<file path="src/rtl/csa_accumulator.sv">
// ---------------------------------------------------------------------------
// csa_accumulator
//   Consumes {cout,sum} results from the 16-bit carry-select adder over a
//   valid/ready handshake and adds a programmed number of them into a wide
//   accumulator. The total and a sticky overflow flag are then offered over
//   a second valid/ready handshake.
//
//   Optional build macro: SATURATE_EN
//     defined   : an overflowing beat clamps the accumulator to all ones. It
//                 stays there for the rest of the job.
//     undefined : the accumulator wraps modulo 2^ACC_W. The overflow flag is
//                 set on the first wrap.
//
//   in_ready, out_valid, busy, out_acc and out_ovf are all flops. Each one
//   is loaded from the next-state value, so it always agrees with the FSM
//   state in the same cycle.
// ---------------------------------------------------------------------------
module csa_accumulator #(
  parameter int DATA_W = 16,
  parameter int ACC_W  = 24,
  parameter int CNT_W  = 8
) (
  input  logic              clk,
  input  logic              rst,
  input  logic              start,
  input  logic [CNT_W-1:0]  num_ops,
  input  logic              in_valid,
  output logic              in_ready,
  input  logic [DATA_W-1:0] in_sum,
  input  logic              in_cout,
  output logic              out_valid,
  input  logic              out_ready,
  output logic [ACC_W-1:0]  out_acc,
  output logic              out_ovf,
  output logic              busy
);

  // FSM encoding
  localparam logic [1:0] ST_IDLE = 2'd0;
  localparam logic [1:0] ST_ACC  = 2'd1;
  localparam logic [1:0] ST_DONE = 2'd2;

  localparam logic [CNT_W-1:0] CNT_ZERO = {CNT_W{1'b0}};
  localparam logic [CNT_W-1:0] CNT_ONE  = {{(CNT_W-1){1'b0}}, 1'b1};
  localparam logic [ACC_W-1:0] ACC_ZERO = {ACC_W{1'b0}};
  localparam logic [ACC_W-1:0] ACC_ONES = {ACC_W{1'b1}};

  // Widen an adder result {cout,sum} to the ACC_W+1 bit summing width.
  // ACC_W > DATA_W is guaranteed, so the zero pad is at least one bit wide.
  function automatic logic [ACC_W:0] zext_operand(input logic          cout,
                                                  input logic [DATA_W-1:0] sum);
    return {{(ACC_W-DATA_W){1'b0}}, cout, sum};
  endfunction

  // Core state
  logic [1:0]       state_r;
  logic [ACC_W-1:0] acc_r;
  logic             ovf_r;
  logic [CNT_W-1:0] remaining_r;

  // Next-state values
  logic [1:0]       state_nxt_s;
  logic [ACC_W-1:0] acc_nxt_s;
  logic             ovf_nxt_s;
  logic [CNT_W-1:0] remaining_nxt_s;

  // Datapath / handshake helpers
  logic [ACC_W:0]   sum_s;
  logic             beat_s;
  logic             last_beat_s;
  logic             out_hs_s;

  // Registered outputs
  logic             in_ready_r;
  logic             out_valid_r;
  logic             busy_r;
  logic [ACC_W-1:0] out_acc_r;
  logic             out_ovf_r;

  // A beat needs both sides of the input handshake.
  // The top bit of the widened sum is the carry out of the accumulator.
  always_comb begin
    sum_s       = {1'b0, acc_r} + zext_operand(in_cout, in_sum);
    beat_s      = in_valid && in_ready_r;
    last_beat_s = beat_s && (remaining_r == CNT_ONE);
    out_hs_s    = out_valid_r && out_ready;
  end

  // Next-state and accumulator update logic
  always_comb begin
    state_nxt_s     = state_r;
    acc_nxt_s       = acc_r;
    ovf_nxt_s       = ovf_r;
    remaining_nxt_s = remaining_r;
    case (state_r)
      ST_IDLE: begin
        if (start) begin
          acc_nxt_s = ACC_ZERO;
          ovf_nxt_s = 1'b0;
          if (num_ops != CNT_ZERO) begin
            remaining_nxt_s = num_ops;
            state_nxt_s     = ST_ACC;
          end else begin
            remaining_nxt_s = CNT_ZERO;
            state_nxt_s     = ST_DONE;
          end
        end else begin
          state_nxt_s = ST_IDLE;
        end
      end
      ST_ACC: begin
        if (beat_s) begin
          remaining_nxt_s = remaining_r - CNT_ONE;
          if (sum_s[ACC_W]) begin
            ovf_nxt_s = 1'b1;
`ifdef SATURATE_EN
            // Once clamped, every later beat overflows again (or adds zero),
            // so the accumulator stays at all ones without extra state.
            acc_nxt_s = ACC_ONES;
`else
            acc_nxt_s = sum_s[ACC_W-1:0];
`endif
          end else begin
            acc_nxt_s = sum_s[ACC_W-1:0];
          end
          if (last_beat_s) begin
            state_nxt_s = ST_DONE;
          end else begin
            state_nxt_s = ST_ACC;
          end
        end else begin
          state_nxt_s = ST_ACC;
        end
      end
      ST_DONE: begin
        if (out_hs_s) begin
          state_nxt_s = ST_IDLE;
        end else begin
          state_nxt_s = ST_DONE;
        end
      end
      default: begin
        state_nxt_s     = ST_IDLE;
        acc_nxt_s       = ACC_ZERO;
        ovf_nxt_s       = 1'b0;
        remaining_nxt_s = CNT_ZERO;
      end
    endcase
  end

  // Core FSM, accumulator and operand counter registers
  always_ff @(posedge clk or posedge rst) begin
    if (rst) begin
      state_r     <= ST_IDLE;
      acc_r       <= ACC_ZERO;
      ovf_r       <= 1'b0;
      remaining_r <= CNT_ZERO;
    end else begin
      state_r     <= state_nxt_s;
      acc_r       <= acc_nxt_s;
      ovf_r       <= ovf_nxt_s;
      remaining_r <= remaining_nxt_s;
    end
  end

  // Output flops. They are decoded from the next state, so they line up
  // with the core registers on every cycle.
  always_ff @(posedge clk or posedge rst) begin
    if (rst) begin
      in_ready_r  <= 1'b0;
      out_valid_r <= 1'b0;
      busy_r      <= 1'b0;
      out_acc_r   <= ACC_ZERO;
      out_ovf_r   <= 1'b0;
    end else begin
      in_ready_r  <= (state_nxt_s == ST_ACC);
      out_valid_r <= (state_nxt_s == ST_DONE);
      busy_r      <= (state_nxt_s != ST_IDLE);
      out_acc_r   <= acc_nxt_s;
      out_ovf_r   <= ovf_nxt_s;
    end
  end

  assign in_ready  = in_ready_r;
  assign out_valid = out_valid_r;
  assign busy      = busy_r;
  assign out_acc   = out_acc_r;
  assign out_ovf   = out_ovf_r;

endmodule

</file>
<file path="config.mk">
export PLATFORM = sky130hd
export DESIGN_NAME = csa_accumulator
export DESIGN_NICKNAME = d
export VERILOG_FILES = /design/src/rtl/csa_accumulator.sv
export SDC_FILE = /design/constraint.sdc
export NUM_CORES = 1
export LEC_CHECK = 0
export BUFFER_PORTS_ARGS = -buffer_cell sky130_fd_sc_hd__buf_2
export CORE_MARGIN = 1
export CORE_UTILIZATION = 59
export CTS_CLUSTER_SIZE = 8
export DETAILED_ROUTE_END_ITERATION = 12
export GPL_ROUTABILITY_DRIVEN = 1
export GPL_TIMING_DRIVEN = 0
export PLACE_DENSITY = 0.86
export SYNTH_ARGS = -nofsm -noshare
export SYNTH_HDL_FRONTEND = slang
export SYNTH_SLANG_ARGS = --single-unit
</file>
<file path="constraint.sdc">
create_clock -name clk -period 7.15 [get_ports clk]
set_clock_uncertainty 0.15 [all_clocks]
set_input_delay 1.43 -clock clk [delete_from_list [all_inputs] [get_ports clk]]
set_output_delay 1.43 -clock clk [all_outputs]
set_load 0.05 [all_outputs]
</file>
==> impl_metrics.csv <==
group,metric,value,unit
critical_path,start_kind,"input port",
sta,rsz0062_at_grt,"no",
clock_tree,cts_tree,"yes",
critical_path,worst_ep_arrival_time,3.65,ns
placed_design,dp.cells,424,
cells_and_area,final_common_cell,"buf_2",
grt,grt_pass1_vias,2566,
drt,num_vias,2645,
floorplan,io_pins,58,
grt,grt_overflow,0,
yosys,ys.flop_type,"dfrtp_1",
placed_design,dp_hpwl,4870,um
sta,period_needed,3.62,ns
sta,fin_ws,3.53,ns
drt,routed_wl,6760,um
sta,period_share,50.6,%
power_and_ir_drop,power,1.56,mW
yosys,synthCells,315,
yosys,netlist.area_leader.share,35.3,%
drt,drc,0,
drt,ant_nets,0,
cells_and_area,insertedDiodeCount,0,
critical_path,critical_path_required,7.19,ns
yosys,synth_top_area_cell,"dfrtp_1",
critical_path,crit_fanout,5,
floorplan,core_area,4380,sq um
placed_design,gp_congestion,0.901,
power_and_ir_drop,power_density,493,nW/um^2
sta,tightest_slew,0.902,ns
cells_and_area,drive_gt1_share,21.6,%
sta,slew_headroom,39.3,%
clock_tree,insertion_delay,0.30,ns
yosys,yosys-top-cells-area,"dfrtp_1 35%, ha_1 8.8%, o21ai_0 8.2%",
flow_run,cap_viol_max_count,0,
yosys,synth-warning-count,0,
cells_and_area,layout.nets,429,
clock_tree,cts_setup_buffers,0,
yosys,yosysSeqAreaShare,35.3,%
drt,firstDrtPassIters,5,
floorplan,die_area,4840,sq um
yosys,yosysUniqueCellTypes,50,
placed_design,placed_area,3040,sq um
placed_design,io_buffers,57,
cells_and_area,syn_to_final_growth,17.2,%
clock_tree,hold_buffers,0,
power_and_ir_drop,irDropWorstVdd,0.272,mV
clock_tree,root_buffer,"clkbuf_8",
critical_path,critical_path_class,"input port to flip-flop",
sta,totalNegativeSetupSlack,0,ns
drt,wl_per_cell,15.7,um
clock_tree,ctsLongestPathBuffers,2,
clock_tree,clkSlewWorstSetupHoldPaths,0.08,ns
worst_hold_path,hold_path_class,"flip-flop to flip-flop",
sta,finalHoldViolCount,0,
grt,grt_first_pass_wirelength,11600,um
sta,setup_viol,0,
cells_and_area,mostFrequentLayoutCells,"60 x buf_2, 44 x o21ai_0, 38 x dfrtp_1",
drt,post_drt_via_cell_ratio,6.14,
clock_tree,cts_max_level,2,
grt,grt_max_degree,39,
clock_tree,ctsResizeCount,0,
floorplan,rows,24,
critical_path,end_kind,"flip-flop",
cells_and_area,fin_cells,431,
yosys,synth_fp_nets,365,
yosys,async_reset_ff_share,100,%
clock_tree,cts-buffers-inserted,5,
grt,grt_use_total,29.9,%
sta,slew_viol_final,0,
sta,fmax,0.277,GHz
yosys,ys_ff_latch,38,
cells_and_area,final_area,3150,sq um
yosys,syn_area,2690,sq um
clock_tree,clkSinkCount,38,
grt,antenna_found_initial,0,
status,status,"finished, final reports clean",
drt,drt_iter0_markers,196,
cells_and_area,nFillCells,342,
floorplan,die_w,69.5,um
placed_design,preCtsSetupSlack,3.26,ns
yosys,synth.avg_cell_area,8.54,sq um
floorplan,fp.dieH,69.5,um
power_and_ir_drop,p_leak,1.49,nW
floorplan,start_util,61.4,%
yosys,synth_edf_count,0,
routing by layer:
layer,GRT usage (%),part of all wire [%],vias up
li1,-,-,1282
met1,39.2,45,1240
met2,49.7,48,116
met3,5.38,5.9,7
met4,10.4,1.0,0
met5,0,0,-
final cells by class:
cell class	instances	area [sq um]	area share, %
multi-input combinational	254	1650	52.3
sequential	38	951	30.1
timing repair buffer	57	285	9.04
clock buffer	6	82.6	2.62
tap	52	65.1	2.06
buffer	13	52.6	1.67
inverter	10	37.5	1.19
clock inverter	1	30.0	0.952
flip-flops by register name, summed over array words and instances (netlist names):
register     flops
state_r          2
in_ready         1
out_valid        1
out_ovf          1
busy             1
out_acc         24
remaining_r      8
where the power goes:
group / total (mW) / switching (mW) / internal (mW) / leakage [nW]
Clock: 0.193 / 0.0814 / 0.112 / 0.0573
Sequential: 0.370 / 0.0703 / 0.300 / 0.470
Combinational: 0.992 / 0.665 / 0.327 / 0.962
worst max-delay path: stages:
cell	delay (ns)
buf_2	0.10
ha_1	0.23
fa_1	0.43
a21o_1	0.20
a221oi_2	0.34
or4_4	0.27
a21oi_1	0.09
or3_1	0.32
a32o_1	0.24
worst paths after layout:
kind / start / endpoint / slack (ns) / depth (start not counted)
worst max-delay path: in_sum[0] / out_acc[14] / 3.53 / 9
worst min-delay path: out_acc[10] / out_acc[10] / 0.36 / 2
worst max register to register: out_acc[0] / out_acc[14] / 4.34 / 8
worst min register to register: out_acc[10] / out_acc[10] / 0.36 / 2
max in group asynchronous: rst / remaining_r[6] / 5.19 / 2
min in group asynchronous: rst / out_acc[4] / 1.13 / 2
cells in the mapped netlist (all sizes together) (7+ instances only):
library cell and n:
clkbuf 8, o21ai 44, inv 10, ha 19, xnor2 7, nor2 21
nand2 37, a31oi 8, dfrtp 38, a21oi 29, a21o 7
logic make-up (layout without fill, tap and decap cells):
family | count (synthesis) | after routing | share of synthesized area [%]
flip-flops | 38 | 38 | 35.3
buffers and inverters | 23 | 87 | 3.35
adder cells (fa/ha/maj) | 20 | 20 | 9.58
AO/OA/AOI/OAI | 116 | 116 | 27.7
AND/OR/NAND/NOR | 101 | 101 | 18.0
XOR/XNOR | 11 | 11 | 3.58
multiplexers | 6 | 6 | 2.46
metrics by stage:
| stage | hold WS (ns) | util, % |
|---|---|---|
| after CTS | 0.362 | 71.9 |
| after global placement | 0.341 | 69.4 |
| final | 0.359 | 71.9 |
| after floorplan | 0.322 | - |
| after detailed placement | 0.345 | 69.4 |
| after global routing | 0.397 | 71.9 |
Note: power is estimated with default switching activity, not from simulation.
